$ cat src/rtl/vcpu32_rf_pkg.sv
// Shared types and constants for the VCPU-32 register file.
// Clear-sequencer state, default geometry and address-width helper.
package vcpu32_rf_pkg;

    typedef enum logic {
        RF_IDLE  = 1'b0,
        RF_CLEAR = 1'b1
    } rf_state_t;

    localparam int RF_NUM_REGS = 16;
    localparam int RF_DATA_W   = 32;

    function automatic int rf_aw(input int n);
        return (n > 1) ? $clog2(n) : 1;
    endfunction

endpackage

$ cat src/rtl/rf_write_arbiter.sv
// Per-register write-port arbitration for the register file.
// Lowest-index enabled port targeting a register wins that register.
module rf_write_arbiter
    import vcpu32_rf_pkg::*;
#(
    parameter int NUM_REGS = RF_NUM_REGS,
    parameter int DATA_W   = RF_DATA_W,
    parameter int NUM_WR   = 2,
    localparam int AW      = rf_aw(NUM_REGS)
) (
    input  logic [NUM_WR-1:0]          wr_en,
    input  logic [NUM_WR*AW-1:0]       wr_addr,
    input  logic [NUM_WR*DATA_W-1:0]   wr_data,
    output logic [NUM_REGS-1:0]        reg_we,
    output logic [NUM_REGS*DATA_W-1:0] reg_wdata
);

    for (genvar r = 0; r < NUM_REGS; r++) begin : g_reg
        logic              we_r;
        logic [DATA_W-1:0] wd_r;

        // Scan from the highest index down so the lowest match lands last
        always_comb begin
            we_r = 1'b0;
            wd_r = '0;
            for (int w = NUM_WR - 1; w >= 0; w--) begin
                if (wr_en[w] && (wr_addr[w*AW +: AW] == AW'(r))) begin
                    we_r = 1'b1;
                    wd_r = wr_data[w*DATA_W +: DATA_W];
                end
            end
        end

        assign reg_we[r]                    = we_r;
        assign reg_wdata[r*DATA_W +: DATA_W] = wd_r;
    end

endmodule

$ cat src/rtl/register_file_sb.sv
// Multi-port register file with write priority, bypass and scoreboard.
// Storage is zeroed by a one-entry-per-cycle clear sequencer.
module register_file_sb
    import vcpu32_rf_pkg::*;
#(
    parameter int NUM_REGS = RF_NUM_REGS,
    parameter int DATA_W   = RF_DATA_W,
    parameter int NUM_RD   = 3,
    parameter int NUM_WR   = 2,
    parameter int BYPASS   = 1,
    parameter int ZERO_R0  = 0,
    localparam int AW      = rf_aw(NUM_REGS)
) (
    input  logic                       clk,
    input  logic                       rst,
    input  logic [NUM_RD*AW-1:0]       rd_addr,
    output logic [NUM_RD*DATA_W-1:0]   rd_data,
    output logic [NUM_RD-1:0]          rd_valid,
    input  logic [NUM_WR-1:0]          wr_en,
    input  logic [NUM_WR*AW-1:0]       wr_addr,
    input  logic [NUM_WR*DATA_W-1:0]   wr_data,
    input  logic                       rsv_en,
    input  logic [AW-1:0]              rsv_addr,
    input  logic                       clr_req,
    output logic                       busy,
    output logic [NUM_REGS-1:0]        pending
);

    localparam logic [NUM_REGS-1:0] R0_MASK =
        (ZERO_R0 != 0) ? NUM_REGS'(1) : '0;

    rf_state_t             state_q, state_d;
    logic [AW-1:0]         idx_q, idx_d;
    logic [NUM_REGS-1:0]   pending_q, pending_d;
    logic [DATA_W-1:0]     mem_q [NUM_REGS];

    logic [NUM_REGS-1:0]        arb_we;
    logic [NUM_REGS*DATA_W-1:0] arb_wdata;
    logic [NUM_REGS-1:0]        eff_we;
    logic                       wr_open;
    logic                       rsv_ok;

    rf_write_arbiter #(
        .NUM_REGS (NUM_REGS),
        .DATA_W   (DATA_W),
        .NUM_WR   (NUM_WR)
    ) u_arb (
        .wr_en     (wr_en),
        .wr_addr   (wr_addr),
        .wr_data   (wr_data),
        .reg_we    (arb_we),
        .reg_wdata (arb_wdata)
    );

    // A clear request in IDLE drops the writes of that same cycle
    always_comb begin
        wr_open = (state_q == RF_IDLE) && !clr_req;
        eff_we  = arb_we & ~R0_MASK & {NUM_REGS{wr_open}};
        rsv_ok  = rsv_en && wr_open &&
                  !((ZERO_R0 != 0) && (rsv_addr == '0));
    end

    // Clear sequencer next state: walk every entry, then return to IDLE
    always_comb begin
        state_d = state_q;
        idx_d   = idx_q;
        unique case (state_q)
            RF_CLEAR: begin
                idx_d = idx_q + AW'(1);
                if (idx_q == AW'(NUM_REGS - 1)) begin
                    state_d = RF_IDLE;
                    idx_d   = '0;
                end
            end
            default: begin
                if (clr_req) begin
                    state_d = RF_CLEAR;
                    idx_d   = '0;
                end
            end
        endcase
    end

    // Scoreboard: writes retire, reserve wins over a same-cycle write
    always_comb begin
        pending_d = pending_q & ~eff_we;
        if (rsv_ok) begin
            pending_d[rsv_addr] = 1'b1;
        end
        if ((state_q == RF_CLEAR) || clr_req) begin
            pending_d = '0;
        end
    end

    // Control state with asynchronous reset into a fresh clear sequence
    always_ff @(posedge clk or posedge rst) begin
        if (rst) begin
            state_q   <= RF_CLEAR;
            idx_q     <= '0;
            pending_q <= '0;
        end else begin
            state_q   <= state_d;
            idx_q     <= idx_d;
            pending_q <= pending_d;
        end
    end

    // Storage has no reset so it can map onto distributed RAM
    always_ff @(posedge clk) begin
        if (state_q == RF_CLEAR) begin
            mem_q[idx_q] <= '0;
        end else begin
            for (int r = 0; r < NUM_REGS; r++) begin
                if (eff_we[r]) begin
                    mem_q[r] <= arb_wdata[r*DATA_W +: DATA_W];
                end
            end
        end
    end

    for (genvar p = 0; p < NUM_RD; p++) begin : g_rd
        logic [AW-1:0]     a;
        logic [DATA_W-1:0] d;
        logic              v;

        assign a = rd_addr[p*AW +: AW];

        // Read mux: clear blanks, r0 tie-off, bypass, then storage
        always_comb begin
            d = '0;
            v = 1'b0;
            if (state_q == RF_CLEAR) begin
                d = '0;
                v = 1'b0;
            end else if ((ZERO_R0 != 0) && (a == '0)) begin
                d = '0;
                v = 1'b1;
            end else if ((BYPASS != 0) && eff_we[a]) begin
                d = arb_wdata[int'(a)*DATA_W +: DATA_W];
                v = 1'b1;
            end else begin
                d = mem_q[a];
                v = !pending_q[a];
            end
        end

        assign rd_data[p*DATA_W +: DATA_W] = d;
        assign rd_valid[p]                 = v;
    end

    assign busy    = (state_q == RF_CLEAR);
    assign pending = pending_q;

endmodule
$ cat config.mk
export PLATFORM = sky130hd
export DESIGN_NAME = register_file_sb
export DESIGN_NICKNAME = d
export VERILOG_FILES = /design/src/rtl/vcpu32_rf_pkg.sv /design/src/rtl/rf_write_arbiter.sv /design/src/rtl/register_file_sb.sv
export SDC_FILE = /design/constraint.sdc
export NUM_CORES = 2
export LEC_CHECK = 0
export ABC_CLOCK_PERIOD_IN_PS = 8050
export CAP_MARGIN = 15
export CORE_ASPECT_RATIO = 1.25
export CORE_MARGIN = 2
export CORE_UTILIZATION = 45
export DETAILED_ROUTE_END_ITERATION = 10
export HOLD_SLACK_MARGIN = 0.1
export PLACE_DENSITY = 0.6
export SLEW_MARGIN = 30
export SYNTH_ARGS = -nofsm -noshare
export SYNTH_HDL_FRONTEND = slang
export SYNTH_SLANG_ARGS = --single-unit
export TNS_END_PERCENT = 10
$ cat constraint.sdc
create_clock -name clk -period 8.05 [get_ports clk]
set_clock_uncertainty 0.2 [all_clocks]
set_input_delay 2.415 -clock clk [delete_from_list [all_inputs] [get_ports clk]]
set_output_delay 2.415 -clock clk [all_outputs]
set_load 0.02 [all_outputs]
==> results_dict.tcl <==
set metrics [dict create \
    p_switching_uw 4250 \
    syn_to_final_growth_pct 33.3 \
    grt_start_max_net_pins 210 \
    place_ws_ps -893 \
    powerDensity_nw_per_um2 155 \
    synth-edff-count 512 \
    setup_viol 13 \
    overflow 0 \
    drc 0 \
    cts_root_buf "clkbuf_16" \
    core_area_um2 118000 \
    worst_pin_slew_ps 1090 \
    cts_tree "done" \
    cp-start-kind "input pin" \
    p_clk_share_pct 26.1 \
    ys_warn_count 0 \
    crit_arrival_ps 5520 \
    slew_headroom_pct 27.1 \
    final_antenna_net_count 0 \
    worst_slack_ps -84.1 \
    post-route-util_pct 60.3 \
    slew_viol_final 0 \
    period_minus_slack_ps 8130 \
    clockBufferDepth 3 \
    drt-initial-drc-count 10300 \
    rsz0062_at_grt "true" \
    synth_cells 4923 \
    async_flop_share_pct 3.94 \
    crit_fanout 8 \
    die_w_um 312 \
    status "finished with violations" \
    p_leak_uw 0.0234 \
    synth_nets 5021 \
    hold_path_class "flip-flop to flip-flop" \
    syn_area_um2 53400 \
    gp_congestion 1.09 \
    cts_buffers 60 \
    synth_area_per_cell_um2 10.9 \
    num_rows 141 \
    nets 6094 \
    max_cap_viol_count 0 \
    clkSinkCount 533 \
    dp_hpwl_mm 209 \
    met3_usage_pct 18.2 \
    initial_utilization_pct 45.3 \
    power_frac_seq_pct 34.7 \
    intPower_uw 6780 \
    combinationalPowerShare_pct 39.2 \
    antenna_found_initial 27 \
    die_y_um 389 \
    grt_pass1_wl_mm 422 \
    yosys_register_bits 533 \
    power_uw 11000 \
    peakVddDrop_mv 0.207 \
    grt_util_all_layers_pct 49.2 \
    h-tree-depth 2 \
    insertion_delay_ps 710 \
    switching_share_pct 38.6 \
    end_kind "output port" \
    fmaxAchievable_ghz 0.123 \
    synth.distinct_cells 84 \
    met2_usage_pct 69.6 \
    worst-setup-path-type "input pin to output port" \
    routed_via_density 7.59 \
    wire_per_inst_um 39.9 \
    drt-pass1-iter-count 9 \
    portBuffers 209 \
    vias 57900 \
    io_pins 210 \
    ys_seq_area_share_pct 29.8 \
    synth-main-ff-cell "edfxtp_1" \
    clk_pin_slew_worst_paths_ps 50 \
    grt_pass1_vias 55800 \
    whs_ps 401 \
    grtUsageMet1_pct 61.1 \
    hold_viol_final 0 \
    dieArea_um2 121000 \
    finalCritPeriodShare_pct 101 \
    finalWirelength_mm 305 \
    busiest_layer "met2" \
    violations "negative setup slack" \
    drive_above_1_share_pct 44.6 \
    worstPathRequired_ps 5430 \
]
-- layer usage --
metal | vias up | routed length, um
li1 | 22400 | -
met1 | 28200 | 101000
met2 | 5675 | 126000
met3 | 1622 | 48600
met4 | 32 | 29300
met5 | - | 285
-- flip-flops by register name, indices dropped and copies added, names as in the netlist --
name     count
busy         1
mem_q      512
pending     16
idx_q        4
-- through the flow --
step           area [um^2]  cells  setup TNS, ps
2_1_floorplan        53400   4923              0
3_3_place_gp         67800   7445         -52010
3_5_place_dp         67900   7448         -55790
4_1_cts              70800   7606           -194
5_1_grt              71200   7621           -860
6_report             71200   7633           -415
-- power groups by stage --
stage / clock (uW) / sequential [uW] / combinational (uW)
floorplan: 0 / 3790 / 2050
global placement: 0 / 3820 / 4010
detailed placement: 0 / 3870 / 4040
CTS: 2860 / 3820 / 4110
global route: 2950 / 3870 / 4320
finish: 2880 / 3830 / 4320
-- cells in the final DEF, fill, tap and decap left out, types with 16 or more instances in the layout --
| master | netlist | layout |
|---|---|---|
| nand3_1 | 136 | 133 |
| a221oi_1 | 20 | 17 |
| buf_2 | 125 | 17 |
| o211ai_1 | 60 | 60 |
| nor2_4 | 0 | 23 |
| o22ai_1 | 48 | 37 |
| mux2i_1 | 57 | 54 |
| o221ai_1 | 28 | 26 |
| mux4_2 | 768 | 768 |
| buf_6 | 7 | 31 |
| a21oi_1 | 512 | 499 |
| clkbuf_16 | 0 | 61 |
| clkbuf_2 | 1 | 18 |
| nor2_1 | 597 | 572 |
| nor3_1 | 25 | 25 |
| edfxtp_1 | 512 | 512 |
| nand2_1 | 236 | 236 |
| buf_12 | 0 | 165 |
| or3b_2 | 34 | 31 |
| clkdlybuf4s50_1 | 0 | 85 |
| o21ai_0 | 65 | 47 |
| mux2_2 | 27 | 27 |
| nand3b_1 | 68 | 68 |
| and2_1 | 69 | 67 |
| a211oi_1 | 444 | 425 |
| inv_1 | 22 | 16 |
| a211o_1 | 22 | 22 |
| o31ai_1 | 75 | 59 |
| a211oi_2 | 0 | 17 |
| dfrtp_1 | 20 | 20 |
| dlygate4sd2_1 | 0 | 30 |
| a22oi_1 | 115 | 100 |
| buf_4 | 6 | 1307 |
-- cells in the mapped netlist (60+ instances only) --
master | number | area [um^2]
nand3_1 | 136 | 681
nand2_1 | 236 | 886
edfxtp_1 | 512 | 15400
o211ai_1 | 60 | 450
buf_1 | 147 | 552
o21ai_0 | 65 | 325
o31ai_1 | 75 | 563
mux4_2 | 768 | 17300
nand3b_1 | 68 | 510
buf_2 | 125 | 626
a22oi_1 | 115 | 863
nor2_1 | 597 | 2240
a21oi_1 | 512 | 2560
clkbuf_1 | 397 | 1490
and2_1 | 69 | 432
a211oi_1 | 444 | 3330
-- cell families (layout without fill, tap and decap cells) --
| group | after synthesis | in the layout | share of synthesized area [%] |
|---|---|---|---|
| AO/OA/AOI/OAI | 1576 | 1576 | 19.9 |
| XOR/XNOR | 2 | 2 | 0.0328 |
| adder cells (fa/ha/maj) | 4 | 4 | 0.0937 |
| buffers and inverters | 708 | 1832 | 5.41 |
| flip-flops | 533 | 533 | 29.8 |
| multiplexers | 852 | 852 | 34.0 |
| other | 0 | 13 | 0 |
| AND/OR/NAND/NOR | 1248 | 1248 | 10.8 |
-- timing repair --
item                       CTS  global route
setup endpoints to repair   99            88
hold buffers                 0             0
gates cloned                 7             0
gates resized for setup    278           117
pin swaps                   30            29
setup buffers               40            14
-- critical path, stage by stage --
cell	delay, ps
buf_6	100
buf_8	140
buf_6	120
nor4_4	270
a32oi_2	130
mux4_2	470
a211o_1	340
nor4b_4	270
buf_6	180
buf_16	230
buf_16	180
o21ai_2	70
o32ai_2	280
buf_6	170
buf_6	120
-- final timing paths --
path                             startpoint            to  slack [ps]  cells after the start
min in group asynchronous               rst      idx_q[2]        1980                      2
worst max register to register         busy  mem_q[3][23]        3730                      4
worst min register to register  pending[15]   pending[15]         400                      2
worst max-delay path                clr_req    rd_data[6]         -80                     15
max in group asynchronous               rst    pending[4]        5110                      2
worst min-delay path            pending[15]   pending[15]         400                      2
-- layout make-up --
type                    instances  area, um^2
fillers                      9713       46800
multi-input cells            3682       35800
flip-flops and latches        533       15900
repair buffers               1694       15400
well taps                    1573        1970
clock buffers                  76        1610
clock inverters                37         364
inverters                      25         124
diodes                         13        32.5
(Power assumes the default switching activity.)
